<file path="src/rtl/reloj_pkg.sv">
// Shared digit widths, hour constants and BCD validity helpers for the clock stages.
package reloj_pkg;

    localparam int DEC_W = 2;
    localparam int UNI_W = 4;

    typedef struct packed {
        logic [DEC_W-1:0] dec;
        logic [UNI_W-1:0] uni;
    } hora_t;

    localparam hora_t HORA_CERO   = '{dec: 2'd0, uni: 4'd0};
    localparam hora_t HORA_MAX_24 = '{dec: 2'd2, uni: 4'd3};
    localparam hora_t HORA_MAX_12 = '{dec: 2'd1, uni: 4'd2};
    localparam hora_t HORA_MIN_12 = '{dec: 2'd0, uni: 4'd1};

    function automatic logic es_valida_24(hora_t h);
        return (h.uni <= 4'd9) && ((h.dec < 2'd2) || ((h.dec == 2'd2) && (h.uni <= 4'd3)));
    endfunction

    function automatic logic es_valida_12(hora_t h);
        return ((h.dec == 2'd0) && (h.uni >= 4'd1) && (h.uni <= 4'd9)) ||
               ((h.dec == 2'd1) && (h.uni <= 4'd2));
    endfunction

endpackage

</file>
<file path="src/rtl/sincronizador_flanco.sv">
// Multi-stage synchronizer for an asynchronous input plus a one-cycle rising-edge pulse.
module sincronizador_flanco #(
    parameter int STAGES = 2
) (
    input  logic clock,
    input  logic reset,
    input  logic din,
    output logic nivel,
    output logic flanco
);

    logic [STAGES-1:0] sync_pipe;
    logic              nivel_q;

    always_ff @(posedge clock or posedge reset) begin
        if (reset) begin
            sync_pipe <= '0;
            nivel_q   <= 1'b0;
        end else begin
            sync_pipe <= {sync_pipe[STAGES-2:0], din};
            nivel_q   <= sync_pipe[STAGES-1];
        end
    end

    assign nivel  = sync_pipe[STAGES-1];
    assign flanco = nivel & ~nivel_q;

endmodule

</file>
<file path="src/rtl/contador_horas.sv">
// Hours stage: BCD hour counter stepped by the minutes carry or the adjust button (with auto-repeat).
// Define FORMATO_12H_EN for the 12-hour build with AM/PM flag.
module contador_horas
    import reloj_pkg::*;
#(
    parameter int SYNC_STAGES   = 2,
    parameter int REPEAT_CYCLES = 50_000_000
) (
    input  logic             clock,
    input  logic             reset,
    input  logic             modifHor,
    input  logic             ajusteHor,
    output logic [DEC_W-1:0] decenas,
    output logic [UNI_W-1:0] unidades,
    output logic             pm,
    output logic             modifDia
);

    localparam int REP_W = (REPEAT_CYCLES > 1) ? $clog2(REPEAT_CYCLES) : 1;

    logic  modifHor_q;
    logic  inc_carry, inc_adj, rep_fire, paso;
    logic  adj_nivel, adj_flanco;
    hora_t hora, hora_sig;
    logic  dia_sig;

    sincronizador_flanco #(.STAGES(SYNC_STAGES)) u_sync_adj (
        .clock  (clock),
        .reset  (reset),
        .din    (ajusteHor),
        .nivel  (adj_nivel),
        .flanco (adj_flanco)
    );

    // Reset value of 1 keeps a carry already high at reset release from stepping.
    always_ff @(posedge clock or posedge reset) begin
        if (reset) modifHor_q <= 1'b1;
        else       modifHor_q <= modifHor;
    end

    assign inc_carry = modifHor & ~modifHor_q;
    assign inc_adj   = adj_flanco;

    generate
        if (REPEAT_CYCLES > 0) begin : g_rep
            logic [REP_W-1:0] rep_cnt;

            // Counts cycles since the last adjust step; restarts on each step and on release.
            always_ff @(posedge clock or posedge reset) begin
                if (reset)                                   rep_cnt <= '0;
                else if (!adj_nivel || adj_flanco || rep_fire) rep_cnt <= '0;
                else                                         rep_cnt <= rep_cnt + 1'b1;
            end

            assign rep_fire = adj_nivel & ~adj_flanco & (rep_cnt == REP_W'(REPEAT_CYCLES - 1));
        end else begin : g_norep
            assign rep_fire = 1'b0;
        end
    endgenerate

    assign paso = inc_carry | inc_adj | rep_fire;

`ifdef FORMATO_12H_EN
    localparam hora_t HORA_11 = '{dec: 2'd1, uni: 4'd1};
    logic pm_q, pm_sig;

    always_comb begin
        hora_sig = hora;
        pm_sig   = pm_q;
        dia_sig  = 1'b0;
        if (paso) begin
            if (!es_valida_12(hora)) begin
                hora_sig = HORA_MAX_12;
            end else if (hora == HORA_MAX_12) begin
                hora_sig = HORA_MIN_12;
            end else if (hora.uni == 4'd9) begin
                hora_sig.dec = hora.dec + 1'b1;
                hora_sig.uni = '0;
            end else begin
                hora_sig.uni = hora.uni + 1'b1;
                // 11 -> 12 flips the meridiem; PM 11 -> AM 12 closes the day.
                if (hora == HORA_11) begin
                    pm_sig  = ~pm_q;
                    dia_sig = inc_carry & pm_q;
                end
            end
        end
    end

    always_ff @(posedge clock or posedge reset) begin
        if (reset) begin
            hora     <= HORA_MAX_12;
            pm_q     <= 1'b0;
            modifDia <= 1'b0;
        end else begin
            hora     <= hora_sig;
            pm_q     <= pm_sig;
            modifDia <= dia_sig;
        end
    end

    assign pm = pm_q;
`else
    always_comb begin
        hora_sig = hora;
        dia_sig  = 1'b0;
        if (paso) begin
            if (!es_valida_24(hora)) begin
                hora_sig = HORA_CERO;
            end else if (hora == HORA_MAX_24) begin
                hora_sig = HORA_CERO;
                dia_sig  = inc_carry;
            end else if (hora.uni == 4'd9) begin
                hora_sig.dec = hora.dec + 1'b1;
                hora_sig.uni = '0;
            end else begin
                hora_sig.uni = hora.uni + 1'b1;
            end
        end
    end

    always_ff @(posedge clock or posedge reset) begin
        if (reset) begin
            hora     <= HORA_CERO;
            modifDia <= 1'b0;
        end else begin
            hora     <= hora_sig;
            modifDia <= dia_sig;
        end
    end

    assign pm = 1'b0;
`endif

    assign decenas  = hora.dec;
    assign unidades = hora.uni;

endmodule

</file>
<file path="config.mk">
export PLATFORM = sky130hd
export DESIGN_NAME = contador_horas
export DESIGN_NICKNAME = d
export VERILOG_FILES = /design/src/rtl/reloj_pkg.sv /design/src/rtl/sincronizador_flanco.sv /design/src/rtl/contador_horas.sv
export SDC_FILE = /design/constraint.sdc
export NUM_CORES = 1
export LEC_CHECK = 0
export CORE_ASPECT_RATIO = 0.7
export CORE_MARGIN = 10
export CORE_UTILIZATION = 55
export DETAILED_ROUTE_END_ITERATION = 7
export PLACE_DENSITY_LB_ADDON = 0.2
export SETUP_SLACK_MARGIN = 0.15
export SLEW_MARGIN = 20
export SYNTH_ARGS = -nofsm -noshare
export SYNTH_HDL_FRONTEND = slang
export SYNTH_SLANG_ARGS = --single-unit
</file>
<file path="constraint.sdc">
create_clock -name clock -period 3.2 [get_ports clock]
set_input_delay 0.48 -clock clock [delete_from_list [all_inputs] [get_ports clock]]
set_output_delay 0.48 -clock clock [all_outputs]
set_load 0.01 [all_outputs]
</file>
==> results.json, run 1 <==
{
  "timing.rr.end": "decenas[0]$_DFFE_PP0P_",
  "post_synth_main_area_contributors": "sky130_fd_sc_hd__dfrtp_1 (50%), sky130_fd_sc_hd__nor2_1 (6.2%), sky130_fd_sc_hd__xnor2_1 (5.3%)",
  "starting_density": 0.573,
  "drv_slew": 0,
  "placeableCoreArea_sq_um": 3170,
  "placement_rows": 17,
  "layout.nets": 205,
  "fp.dieW_um": 88.7,
  "post-route-drc-count": 0,
  "grt_start_max_net_pins": 38,
  "finalWorstSetupSlack_ns": 0.874,
  "numCtsBuffers": 5,
  "timing.max_cap.violations": 0,
  "leakage_nw": 0.807,
  "hpwl_reported_at_the_end_of_detailed_placement_um": 2530,
  "io_buffers": 10,
  "power.density_cell_area_nw_per_um2": 547,
  "clockBufferDepth": 2,
  "initial_drc_count": 82,
  "final_period_minus_worst_setup_slack_ns": 2.33,
  "reg2reg_setup_slack_ns": 0.87,
  "grt_antenna_before_repair": 0,
  "routed_wl_um": 3540,
  "yosys_register_bits": 37,
  "vias_per_cell": 5.78,
  "netlist-cell-type-count": 40,
  "fraction_of_layout_instances_using_a_drive_strength_above_1": 0.0697,
  "pin_count": 12,
  "rsz0062_at_grt": "false",
  "synth_largest_area_cell": "sky130_fd_sc_hd__dfrtp_1",
  "crit_slowest_cell": "sky130_fd_sc_hd__or4_4",
  "cts_tree": "done",
  "layout-area-overhead-vs-synth_pct": 12.0,
  "cts_hold_buffers": 0,
  "worstPathRequired_ns": 3.41,
  "wire_per_inst_um": 14.8,
  "r2r.worst_path.cells": 6,
  "post_cts_resized": 0,
  "cp-endpoint": "decenas[0]$_DFFE_PP0P_",
  "grt.overflow.total": 0,
  "max-slew-margin-rel": 0.434,
  "synth.top_cell.area_share": 0.496,
  "fp.dieH_um": 68.1,
  "critical_path.cell_chain": "or4_4 -> nor4_4 -> a311oi_1 -> buf_4 -> or4_1 -> o21ai_1",
  "worstSkewPairLatency_ns": 0.28,
  "fmax_ghz": 0.430,
  "fp.dieArea_sq_um": 6040,
  "slowest_cell_delay_on_critical_path_ns": 0.58,
  "filler_cell_count": 259,
  "critPathMaxFanout": 11,
  "final-setup-viol-count": 0,
  "htree_levels": 2,
  "crit_path_start_kind": "flop",
  "synth_warnings": 0,
  "mostFrequentLayoutCell": "sky130_fd_sc_hd__dfrtp_1",
  "cts_setup_buffers": 0,
  "preCtsSetupSlack_ns": 0.914,
  "timing.setup.critical_path_class": "flop to flop",
  "synth.net_count": 192,
  "setup-tns-final_ns": 0,
  "finClkSkew_ns": 0.00643,
  "diodes_inserted": 0,
  "gpl.final_weighted_congestion": 0.846,
  "vdd_drop_max_mv": 0.513,
  "layout_common_cells": "sky130_fd_sc_hd__dfrtp_1 (36), sky130_fd_sc_hd__nor2_1 (30), sky130_fd_sc_hd__nand2_1 (15)",
  "critical_path.reg2reg.startpoint": "g_rep.rep_cnt[18]$_DFF_PP0_",
  "synth_cells": 187,
  "antenna_left": 0,
  "setup.worst_path.end_class": "flop",
  "synth_sequential_area_ratio": 0.510,
  "cts_sinks": 37,
  "critPathLaunch": "g_rep.rep_cnt[18]$_DFF_PP0_",
  "vias": 1382,
  "total_power_mw": 1.11,
  "outcome": "finished clean",
  "drtPass1Iterations": 4,
  "ctsRootBufferMaster": "sky130_fd_sc_hd__clkbuf_8",
  "grt_pass1_vias": 1294,
  "timing_hold_violations_final": 0,
  "worstHoldPathType": "flop to flop",
  "overall_track_demand_over_capacity_in_global_routing": 0.128,
  "synth_area_sq_um": 1820,
  "final_min_period_over_clock_period": 0.727,
  "syn_area_per_cell_sq_um": 9.72,
  "grt_pass1_wl_um": 5940,
  "worstPathArrival_ns": 2.54,
  "clock_pin_slew_worst_setup_and_hold_paths_ns": 0.07,
  "worst_slew_pin_slew_ns": 0.843
}
critical path, delay by kind of cell (launching register included):
kind	cells	cell delay [ns]
buffers and inverters	1	0.19
and+or+nand+nor	3	1.38
AOI/OAI and AO/OA	2	0.21
DFF	1	0.46
cell usage after synthesis:
| master | number |
|---|---|
| sky130_fd_sc_hd__dfrtp_1 | 36 |
| sky130_fd_sc_hd__nor2_1 | 30 |
| sky130_fd_sc_hd__nand2_1 | 15 |
| sky130_fd_sc_hd__xnor2_1 | 11 |
| sky130_fd_sc_hd__xor2_1 | 11 |
| sky130_fd_sc_hd__nor3_1 | 9 |
| sky130_fd_sc_hd__nand3_1 | 8 |
| sky130_fd_sc_hd__nand4_1 | 8 |
| sky130_fd_sc_hd__a21oi_1 | 7 |
| sky130_fd_sc_hd__and2_1 | 4 |
| sky130_fd_sc_hd__buf_2 | 4 |
| sky130_fd_sc_hd__inv_1 | 4 |
| sky130_fd_sc_hd__and3_1 | 3 |
| sky130_fd_sc_hd__o21ai_0 | 3 |
| sky130_fd_sc_hd__o21ai_1 | 3 |
| sky130_fd_sc_hd__and4_1 | 2 |
| sky130_fd_sc_hd__clkbuf_1 | 2 |
| sky130_fd_sc_hd__nor2b_1 | 2 |
| sky130_fd_sc_hd__o22ai_1 | 2 |
| sky130_fd_sc_hd__or3_1 | 2 |
| sky130_fd_sc_hd__or4_1 | 2 |
| sky130_fd_sc_hd__a22o_1 | 1 |
| sky130_fd_sc_hd__a2bb2oi_1 | 1 |
| sky130_fd_sc_hd__a311oi_1 | 1 |
| sky130_fd_sc_hd__a41o_1 | 1 |
| sky130_fd_sc_hd__and2_0 | 1 |
| sky130_fd_sc_hd__and4_2 | 1 |
| sky130_fd_sc_hd__buf_4 | 1 |
| sky130_fd_sc_hd__conb_1 | 1 |
| sky130_fd_sc_hd__dfstp_2 | 1 |
| sky130_fd_sc_hd__ha_1 | 1 |
| sky130_fd_sc_hd__mux2_1 | 1 |
| sky130_fd_sc_hd__nand3b_1 | 1 |
| sky130_fd_sc_hd__nand4b_1 | 1 |
| sky130_fd_sc_hd__nor4_4 | 1 |
| sky130_fd_sc_hd__o2bb2ai_1 | 1 |
| sky130_fd_sc_hd__o31ai_1 | 1 |
| sky130_fd_sc_hd__o41ai_1 | 1 |
| sky130_fd_sc_hd__or4_4 | 1 |
| sky130_fd_sc_hd__or4b_1 | 1 |
layer usage:
layer / vias up / GRT usage / part of all wire
li1: 673 / - / -
met1: 670 / 0.176 / 0.50
met2: 32 / 0.177 / 0.43
met3: 7 / 0.0439 / 0.058
met4: 0 / 0.0562 / 0.012
met5: - / 0 / 0
registers in the layout (all words and copies together), names as in the netlist:
name / count
u_sync_adj.nivel_q: 1
modifHor_q: 1
unidades: 4
g_rep.rep_cnt: 26
decenas: 2
modifDia: 1
u_sync_adj.sync_pipe: 2
layout make-up:
type / count / area [sq um] / share of cell area
clock buffers: 6 / 72.6 / 0.0357
clock inverters: 2 / 10.0 / 0.00492
inverters: 4 / 15.0 / 0.00738
multi-input cells: 139 / 840 / 0.413
flip-flops and latches: 37 / 927 / 0.456
well taps: 38 / 47.5 / 0.0234
repair buffers: 13 / 123 / 0.0603
through the flow:
| stage | cells | area, sq um | hold slack (ns) | utilization |
|---|---|---|---|---|
| 5_1_grt | 239 | 2030 | 0.358 | 0.642 |
| 6_report | 239 | 2030 | 0.347 | 0.642 |
| 4_1_cts | 239 | 2030 | 0.351 | 0.642 |
| 2_1_floorplan | 187 | 1820 | 0.331 | - |
| 3_3_place_gp | 231 | 1950 | 0.332 | 0.616 |
| 3_5_place_dp | 231 | 1950 | 0.343 | 0.616 |
cell families (layout without fill, tap and decap cells):
logic type	count (synthesis)	in the layout	share of synthesized area
and+or+nand+nor	92	92	0.264
xor gates and xnor gates	22	22	0.106
adders and majority gates	1	1	0.00689
muxes	1	1	0.00620
AOI/OAI and AO/OA	22	22	0.0764
other	1	1	0.00206
buffers and inverters	11	25	0.0275
DFF	37	37	0.510
how the worst min path moves through the flow:
| stage | from | endpoint | cells past startpoint | slack (ns) |
|---|---|---|---|---|
| 4_1_cts | u_sync_adj.sync_pipe[0]$_DFF_PP0_ | u_sync_adj.sync_pipe[1]$_DFF_PP0_ | 0 | 0.35 |
| 6_report | u_sync_adj.sync_pipe[0]$_DFF_PP0_ | u_sync_adj.sync_pipe[1]$_DFF_PP0_ | 0 | 0.35 |
| 3_5_place_dp | u_sync_adj.sync_pipe[0]$_DFF_PP0_ | u_sync_adj.sync_pipe[1]$_DFF_PP0_ | 0 | 0.34 |
| 5_1_grt | u_sync_adj.sync_pipe[0]$_DFF_PP0_ | u_sync_adj.sync_pipe[1]$_DFF_PP0_ | 0 | 0.36 |
| 2_1_floorplan | u_sync_adj.sync_pipe[0]$_DFF_PP0_ | u_sync_adj.sync_pipe[1]$_DFF_PP0_ | 0 | 0.33 |
| 3_3_place_gp | u_sync_adj.sync_pipe[0]$_DFF_PP0_ | u_sync_adj.sync_pipe[1]$_DFF_PP0_ | 0 | 0.33 |
report_power, final:
group          internal, mW  total (mW)  switching, mW  leakage (nW)
registers             0.504       0.569         0.0645         0.499
logic                 0.118       0.240          0.122         0.263
clock network         0.151       0.303          0.153        0.0450
(Power assumes the default switching activity.)
==> run 2: changes to the inputs <==
==> constraint.sdc (replaced) <==
create_clock -name clock -period 2.4 [get_ports clock]
set_input_delay 0.36 -clock clock [delete_from_list [all_inputs] [get_ports clock]]
set_output_delay 0.36 -clock clock [all_outputs]
set_load 0.01 [all_outputs]
==> run 2 against run 1 <==
  * First-iteration DRC count rose by 76%
  * Critical endpoint unchanged
  * Cell area rose by 3.7%
  * Final cell count rose by 1.7%
  * Fmax rose by 8.3%
  * Power rose by 46%
  * Utilization rose by 2.4 points
  * Combinational power rose by 35%
  * Largest cell class unchanged
  * Register-to-register slack got worse by 0.62 ns
==> results.json, run 2 (synthesized netlist as in run 1, its figures left out) <==
{
  "fmax_ghz": 0.466,
  "grt.overflow.total": 0,
  "worstHoldPathType": "flop to flop",
  "p_sw_mw": 0.460,
  "crit_slowest_cell": "sky130_fd_sc_hd__or4b_4",
  "pin_count": 12,
  "grt_antenna_before_repair": 0,
  "drtPass1Iterations": 4,
  "worstHoldPathCells": 0,
  "setup-tns-final_ns": 0,
  "placement_rows": 17,
  "placeableCoreArea_sq_um": 3170,
  "cts_sinks": 37,
  "ctsRootBufferMaster": "sky130_fd_sc_hd__clkbuf_8",
  "worstPathArrival_ns": 2.36,
  "power.clock.fraction": 0.335,
  "timing.max_cap.violations": 0,
  "outcome": "finished clean",
  "leakage_nw": 0.844,
  "seq_power_share": 0.466,
  "clockBufferDepth": 2,
  "power.density_cell_area_nw_per_um2": 772,
  "layout_common_cells": "sky130_fd_sc_hd__dfrtp_1 (35), sky130_fd_sc_hd__nor2_1 (30), sky130_fd_sc_hd__nand2_1 (15)",
  "finish.instance_area_sq_um": 2110,
  "slowest_cell_delay_on_critical_path_ns": 0.57,
  "regMostFlops": "g_rep.rep_cnt",
  "cpLargestDelayFamily": "simple AND/OR/NAND/NOR gates",
  "gpl.final_weighted_congestion": 0.824,
  "fp.dieH_um": 68.1,
  "fp.dieArea_sq_um": 6040,
  "finClkSkew_ns": 0.00578,
  "final_min_period_over_clock_period": 0.895,
  "cp_num_cells": 5,
  "fp.dieW_um": 88.7,
  "starting_density": 0.573,
  "routed_wl_um": 3800,
  "htree_levels": 2,
  "final-setup-viol-count": 0,
  "numCtsBuffers": 5,
  "dpl-instance-area_sq_um": 1970,
  "critPathMaxFanout": 4,
  "rsz0062_at_grt": "false",
  "timing_hold_violations_final": 0,
  "layout.nets": 209,
  "worstPathRequired_ns": 2.62,
  "largest_register_ffs": 26,
  "cts_tree": "done",
  "layoutNonFillerInstCount": 243,
  "initial_drc_count": 144,
  "timing.setup.critical_path_class": "flop to flop",
  "diodes_inserted": 0,
  "post-route-drc-count": 0,
  "overall_track_demand_over_capacity_in_global_routing": 0.142,
  "internal_power_mw": 1.17,
  "reg2reg_setup_slack_ns": 0.25,
  "critical_path.cell_chain": "or4b_4 -> nor4_4 -> a311oi_2 -> or4_1 -> o21ai_1",
  "wire_per_inst_um": 15.7,
  "worstSkewPairLatency_ns": 0.28,
  "layout-area-overhead-vs-synth_pct": 16.1,
  "mostFrequentLayoutCell": "sky130_fd_sc_hd__dfrtp_1",
  "vias_per_cell": 5.80,
  "hpwl_reported_at_the_end_of_detailed_placement_um": 2690,
  "io_buffers": 10,
  "vias": 1410,
  "drv_slew": 0,
  "antenna_left": 0,
  "grt_pass1_vias": 1337,
  "fraction_of_layout_instances_using_a_drive_strength_above_1": 0.102,
  "switching_share": 0.282,
  "crit_path_start_kind": "flop",
  "clock_pin_slew_worst_setup_and_hold_paths_ns": 0.07,
  "vdd_drop_max_mv": 0.647,
  "critical_path.n_buffers_inverters": 0,
  "power.share.combinational": 0.199,
  "grt_start_max_net_pins": 38,
  "final_period_minus_worst_setup_slack_ns": 2.15,
  "dp_cells": 234,
  "setup.worst_path.end_class": "flop",
  "grt_pass1_wl_um": 6580,
  "r2r.worst_path.cells": 5
}
run 2: worst reg2reg max path, delay by kind of cell (launching register included):
kind,cells,cell delay (ns)
simple gates,3,1.42
flops,1,0.43
compound gates,2,0.24
run 2: repair_timing:
item	4_1_cts	5_1_grt
hold endpoints to repair	0	0
resized for setup	0	3
endpoints found under the setup margin	0	1
hold buffers	0	0
buffers inserted	0	1
run 2: through the flow:
stage	power, mW	util	setup slack, ns	hold slack, ns
4_1_cts	1.64	0.660	0.257	0.369
3_3_place_gp	1.07	0.623	0.329	0.332
3_5_place_dp	1.09	0.623	0.255	0.350
6_report	1.63	0.666	0.253	0.366
2_1_floorplan	0.944	-	0.395	0.331
5_1_grt	1.71	0.666	0.163	0.375
run 2: final timing paths:
| check | from | end |
|---|---|---|
| hold / removal | u_sync_adj.sync_pipe[0]$_DFF_PP0_ | u_sync_adj.sync_pipe[1]$_DFF_PP0_ |
| setup reg to reg | g_rep.rep_cnt[16]$_DFF_PP0_ | decenas[0]$_DFFE_PP0P_ |
| setup / recovery | g_rep.rep_cnt[16]$_DFF_PP0_ | decenas[0]$_DFFE_PP0P_ |
| max in group asynchronous | reset | g_rep.rep_cnt[18]$_DFF_PP0_ |
| min in group asynchronous | reset | unidades[1]$_DFFE_PP0P_ |
| hold reg to reg | u_sync_adj.sync_pipe[0]$_DFF_PP0_ | u_sync_adj.sync_pipe[1]$_DFF_PP0_ |
run 2: power by group through the flow:
stage | combinational (mW) | sequential [mW] | clock, mW
after floorplan | 0.186 | 0.758 | 0
final | 0.323 | 0.759 | 0.546
after detailed placement | 0.323 | 0.767 | 0
after CTS | 0.325 | 0.756 | 0.558
after global routing | 0.357 | 0.767 | 0.591
after global placement | 0.312 | 0.760 | 0
run 2: routing by layer:
| metal | up-vias | GRT usage | wire length, um |
|---|---|---|---|
| li1 | 678 | - | - |
| met1 | 680 | 0.198 | 1800 |
| met2 | 48 | 0.200 | 1690 |
| met3 | 4 | 0.0380 | 267 |
| met4 | 0 | 0.0643 | 44 |
| met5 | - | 0 | 0 |
run 2: final cells by class:
class / count / area [sq um]
clock buffers: 7 / 86.3
clock inverters: 1 / 30.0
fillers: 231 / 1060
inverters: 4 / 15.0
multi-input cells: 139 / 850
flip-flops and latches: 37 / 928
well taps: 38 / 47.5
repair buffers: 17 / 153
==> run 3: changes to the inputs <==
--- a/config.mk
+++ b/config.mk
@@ -5,6 +5,7 @@
 export SDC_FILE = /design/constraint.sdc
 export NUM_CORES = 1
 export LEC_CHECK = 0
+export ABC_CLOCK_PERIOD_IN_PS = 2400
 export CORE_ASPECT_RATIO = 0.7
 export CORE_MARGIN = 10
 export CORE_UTILIZATION = 55
@@ -15,3 +16,4 @@
 export SYNTH_ARGS = -nofsm -noshare
 export SYNTH_HDL_FRONTEND = slang
 export SYNTH_SLANG_ARGS = --single-unit
+export TNS_END_PERCENT = 10
==> results of run 3 <==
Final layout, timing and power as in run 2 (identical DEF).
==> patch 1 (settings of run 3) <==
Set the parameter `REPEAT_CYCLES` to 25_000_000 (it was 50_000_000).
--- a/src/rtl/contador_horas.sv
+++ b/src/rtl/contador_horas.sv
@@ -4,7 +4,7 @@
     import reloj_pkg::*;
 #(
     parameter int SYNC_STAGES   = 2,
-    parameter int REPEAT_CYCLES = 50_000_000
+    parameter int REPEAT_CYCLES = 25_000_000
 ) (
     input  logic             clock,
     input  logic             reset,
Formal check against the unedited RTL: no difference found for any inputs over 10 cycles, from zero or initial values and one cycle with reset high; that may be too few to reach the edited logic, so the function may still have changed.
==> patch 1 against run 3 <==
Count of clock-buffer cells in the layout decreased by 2; setup slack gained 0.16 ns; synthesized cell count is 4.3% higher; synthesized area grew 3.7%; final area is 0.77% higher; routed wire length is 0.55% lower; sequential power is 3.2% higher; fmax up 8.2%; sequential cell count fell by 1; largest power group unchanged; highest routed layer unchanged; total power is 6.7% higher.
==> patch 1: results (changes against run 3) <==
[power]
p_leak_nw = 0.871  ; was 0.844 nW
vdd_drop_max_mv = 0.479  ; was 0.647 mV

[global_route]
grt_max_degree = 37  ; was 38
grt_pass1_vias = 1374  ; was 1337
grt_pass1_wl_um = 6600  ; was 6580 um
use_met1 = 0.170  ; was 0.198
met2_usage = 0.206  ; was 0.200
met3_usage = 0.0356  ; was 0.0380

[synth]
yosys-mux-area-fraction = 0.0266  ; was 0.00620
synthTopCellsByCount = dfrtp_1 (35), nor2_1 (31)  ; was dfrtp_1 (36), nor2_1 (30), nand2_1 (15), xnor2_1 (11), xor2_1 (11)
ys_seq_area_frac = 0.479  ; was 0.510
syn_nets = 200  ; was 192
ys_types = 41  ; was 40
synth-xor-area-share = 0.0837  ; was 0.106
synthTopCellsByArea = dfrtp_1 (47%), nor2_1 (6.2%), xnor2_1 (5.1%), xor2_1 (3.3%), nand3_1 (2.9%)  ; was dfrtp_1 (50%), nor2_1 (6.2%), xnor2_1 (5.3%), xor2_1 (5.3%), nand2_1 (3.1%)
synth_compound_area_frac = 0.0990  ; was 0.0764

[setup_path]
crit_fanout = 7  ; was 4
crit_family = flip-flops  ; was simple AND/OR/NAND/NOR gates
cp.arrival_ns = 2.16  ; was 2.36 ns
r2r_cells = 6  ; was 5
r2r_slack_ns = 0.42  ; was 0.25 ns
r2r-start = g_rep.rep_cnt[0]$_DFF_PP0_  ; was g_rep.rep_cnt[16]$_DFF_PP0_
slowest_delay_ns = 0.47  ; was 0.57 ns
critPathSlowestCell = dfrtp_1  ; was or4b_4

[drt]
via_per_inst = 5.83  ; was 5.80
drtIter0Drc = 220  ; was 144

[layout]
fin_nets = 211  ; was 209
largest_reg_flops = 25  ; was 26
drive_gt1_frac = 0.106  ; was 0.102
num-fill-cells = 258  ; was 231

[placement]
place.detailed.hpwl_um = 2630  ; was 2690 um
gp_congestion = 0.771  ; was 0.824

[status]
status = complete, no violations  ; unchanged

[sta]
worst_clock_skew_ns = 0.00757  ; was 0.00578 ns

patch 1: cell count changes in the layout (fill, tap and decap cells not counted), sizes merged, moves of 3 or more:
cell,change
and2,-4
buf,-4
xor2,-4
inv,+4
or3,+3
nor4,+3
or4,-3
nand2,-4
nand3,+3
patch 1: power by group:
part | switching, W | total [W] | internal (W)
combinational | 0.000207 | 0.000429 | 0.000222
clock | 0.000218 | 0.000525 | 0.000307
sequential | 0.000127 | 0.000783 | 0.000656
total | 0.000552 | 0.00174 | 0.00119
patch 1: kinds of logic (layout without fill, tap and decap cells):
family	count (synthesis)	in the layout
AO/OA/AOI/OAI	26	26
XOR/XNOR	18	18
adder cells (fa/ha/maj)	1	1
buffers and inverters	17	29
flip-flops	36	36
multiplexers	4	4
other	1	1
AND/OR/NAND/NOR	92	92
patch 1: worst reg2reg max path: cells and delay by family, from the launching register on:
kind / cells / cell delay [ns]
AOI/OAI and AO/OA: 2 / 0.38
muxes: 1 / 0.32
and+or+nand+nor: 2 / 0.39
DFF: 1 / 0.47
adders and majority gates: 1 / 0.32
patch 1: final cells by class:
class / count / area share
timing repair buffer: 13 / 0.0577
multi-input combinational: 142 / 0.424
clock inverter: 3 / 0.0200
clock buffer: 5 / 0.0324
tap: 47 / 0.0277
sequential: 36 / 0.424
inverter: 8 / 0.0141
patch 1: how the worst min path moves through the flow:
stage                                 startpoint                                end  slack (ns)  cells past startpoint
2_1_floorplan  u_sync_adj.sync_pipe[0]$_DFF_PP0_  u_sync_adj.sync_pipe[1]$_DFF_PP0_        0.33                      0
3_3_place_gp   u_sync_adj.sync_pipe[0]$_DFF_PP0_  u_sync_adj.sync_pipe[1]$_DFF_PP0_        0.34                      0
3_5_place_dp   u_sync_adj.sync_pipe[0]$_DFF_PP0_  u_sync_adj.sync_pipe[1]$_DFF_PP0_        0.34                      0
4_1_cts        u_sync_adj.sync_pipe[0]$_DFF_PP0_  u_sync_adj.sync_pipe[1]$_DFF_PP0_        0.35                      0
5_1_grt        u_sync_adj.sync_pipe[0]$_DFF_PP0_  u_sync_adj.sync_pipe[1]$_DFF_PP0_        0.36                      0
6_report       u_sync_adj.sync_pipe[0]$_DFF_PP0_  u_sync_adj.sync_pipe[1]$_DFF_PP0_        0.35                      0
patch 1: routing by layer:
layer  wire (um)  part of all wire
met2        1750              0.46
met3         203             0.054
met4          23            0.0061
met1        1810              0.48
met5           0                 0
patch 1: metrics by stage:
step	setup slack [ns]	instances	utilization	total power [W]	cell area [um^2]
after global placement	0.279	246	0.627	0.00119	2010
after global routing	0.241	254	0.662	0.00185	2130
after detailed placement	0.259	246	0.627	0.00122	2010
final	0.416	254	0.662	0.00174	2130
after CTS	0.402	254	0.662	0.00175	2130
after floorplan	0.627	195	-	0.00106	1880
==> patch 2 (settings of run 3) <==
Made on the original files. The output `modifDia` loses its register stage (`modifDia` becomes a continuous assignment).
--- a/src/rtl/contador_horas.sv
+++ b/src/rtl/contador_horas.sv
@@ -122,12 +122,12 @@
     always_ff @(posedge clock or posedge reset) begin
         if (reset) begin
             hora     <= HORA_CERO;
-            modifDia <= 1'b0;
         end else begin
             hora     <= hora_sig;
-            modifDia <= dia_sig;
         end
     end
+
+    assign modifDia = dia_sig;
 
     assign pm = 1'b0;
 `endif
Function: no difference found for any inputs over 10 cycles, from zero or initial values and one cycle with reset high; that may be too few to reach the edited logic, so the function may still have changed.
==> patch 2 against run 3 <==
Via count down 1.3%; synthesized area down 1.4%; fmax up 1.3%; total power down 5.0%; sequential cell count down 1; non-clock buffer count unchanged; first-iteration DRC count down 41%; final area down 2.4%; count of clock-buffer cells in the layout up 1; register-to-register slack better by 0.04 ns; sequential share of layout area down 0.12 points; setup slack better by 0.027 ns; routed wire length down 1.8%.
==> patch 2: results (changes against run 3) <==
[synth]
ys_seq_area_frac = 0.503  ; was 0.510
synthTopCellsByCount = dfrtp_1 (35), nor2_1 (30), nand2_1 (15), xnor2_1 (11), xor2_1 (11)  ; was dfrtp_1 (36), nor2_1 (30), nand2_1 (15), xnor2_1 (11), xor2_1 (11)
ys_types = 40  ; unchanged
synth_most_common_cell = dfrtp_1  ; unchanged
synth_async_sr_flop_share = 1.00  ; unchanged
synth_area_per_cell_um2 = 9.63  ; was 9.72 um^2
synthTopCellsByArea = dfrtp_1 (49%), nor2_1 (6.3%), xnor2_1 (5.4%), xor2_1 (5.4%), nand2_1 (3.1%)  ; was dfrtp_1 (50%), nor2_1 (6.2%), xnor2_1 (5.3%), xor2_1 (5.3%), nand2_1 (3.1%)
ys_warn_count = 0  ; unchanged
syn_nets = 191  ; was 192

[hold_path]
holdCritPathClass = flip-flop to flip-flop  ; unchanged
hold_start = u_sync_adj.sync_pipe[0]$_DFF_PP0_  ; unchanged

[placement]
place.detailed.hpwl_um = 2710  ; was 2690 um
postPlaceCellArea_mm2 = 0.00196  ; was 0.00197 mm^2
dp_cells = 234  ; unchanged
gp_congestion = 0.901  ; was 0.824
port-buffer-count = 10  ; unchanged
post-place-ws_ns = 0.275  ; was 0.255 ns

[power]
vdd_drop_max_mv = 0.564  ; was 0.647 mV
p_leak_nw = 0.819  ; was 0.844 nW
p_total_w = 0.00155  ; was 0.00163 W
p_comb_w = 0.000327  ; was 0.000323 W
swShare = 0.304  ; was 0.282
power.share.clock = 0.303  ; was 0.335

[layout]
regMostFlops = g_rep.rep_cnt  ; unchanged
postLayoutCellArea_mm2 = 0.00206  ; was 0.00211 mm^2
num-fill-cells = 252  ; was 231
fin_nets = 208  ; was 209
drive_gt1_frac = 0.0931  ; was 0.102

[global_route]
grt_pass1_vias = 1306  ; was 1337
grt_max_degree = 37  ; was 38
grt_pass1_wl_um = 6430  ; was 6580 um
grtUsageTotal = 0.140  ; was 0.142

[drt]
via_per_inst = 5.75  ; was 5.80
wl_per_cell_um = 15.4  ; was 15.7 um
vias = 1392  ; was 1410
drtIter0Drc = 85  ; was 144

[setup_path]
worstSetupStartpoint = modifHor  ; was g_rep.rep_cnt[16]$_DFF_PP0_
cp.arrival_ns = 1.76  ; was 2.36 ns
r2r-start = g_rep.rep_cnt[0]$_DFF_PP0_  ; was g_rep.rep_cnt[16]$_DFF_PP0_
crit_fanout = 2  ; was 4

[status]
status = complete, no violations  ; unchanged

[clock_network]
cts_buffers = 5  ; unchanged
ctsHtreeMaxLevel = 2  ; unchanged

[sta]
worst_clock_skew_ns = 0.00603  ; was 0.00578 ns

-- patch 2: cell types whose count changed in the layout (fill, tap and decap cells not counted) --
cell | before | now
a311oi_1 | 0 | 1
a311oi_2 | 1 | 0
bufinv_16 | 1 | 0
clkbuf_8 | 6 | 7
dfrtp_1 | 35 | 34
or4b_1 | 0 | 1
or4b_4 | 1 | 0
-- patch 2: timing repair --
item | 4_1_cts | 5_1_grt
buffers inserted | 0 | 0
hold buffers | 0 | 0
gates resized for setup | 0 | 1
setup endpoints to repair | 0 | 1
-- patch 2: cell families after synthesis --
group,synth area share
fa+ha+maj,0.00698
xor+xnor,0.108
flops,0.503
mux,0.00628
other cells,0.00209
compound gates,0.0775
simple gates,0.268
buf+inv,0.0279
-- patch 2: final cells by class --
cell class	count	share of cell area
Tap cell	38	0.0231
Sequential cell	36	0.439
Clock buffer	8	0.0486
Timing Repair Buffer	17	0.0742
Multi-Input combinational cell	139	0.408
Inverter	4	0.00729
-- patch 2: worst paths after layout --
check                           cells past startpoint                           endpoint  slack, ns
worst min register to register                      0  u_sync_adj.sync_pipe[1]$_DFF_PP0_       0.35
worst max-delay path                                4                           modifDia       0.28
min in group asynchronous                           3            unidades[1]$_DFFE_PP0P_       0.48
worst min-delay path                                0  u_sync_adj.sync_pipe[1]$_DFF_PP0_       0.35
max in group asynchronous                           3               modifHor_q$_DFF_PP1_       1.59
worst max register to register                      6            unidades[0]$_DFFE_PP0P_       0.29
-- patch 2: worst max-delay path: stages --
cell and delay (ns):
clkdlybuf4s50_1 0.48, nor2b_1 0.18, and4_1 0.20, clkdlybuf4s50_1 0.55
-- patch 2: per-layer routing --
layer	track usage	part of all wire
met3	0.0445	0.061
met2	0.198	0.44
met1	0.187	0.48
met4	0.0703	0.017
met5	0	0
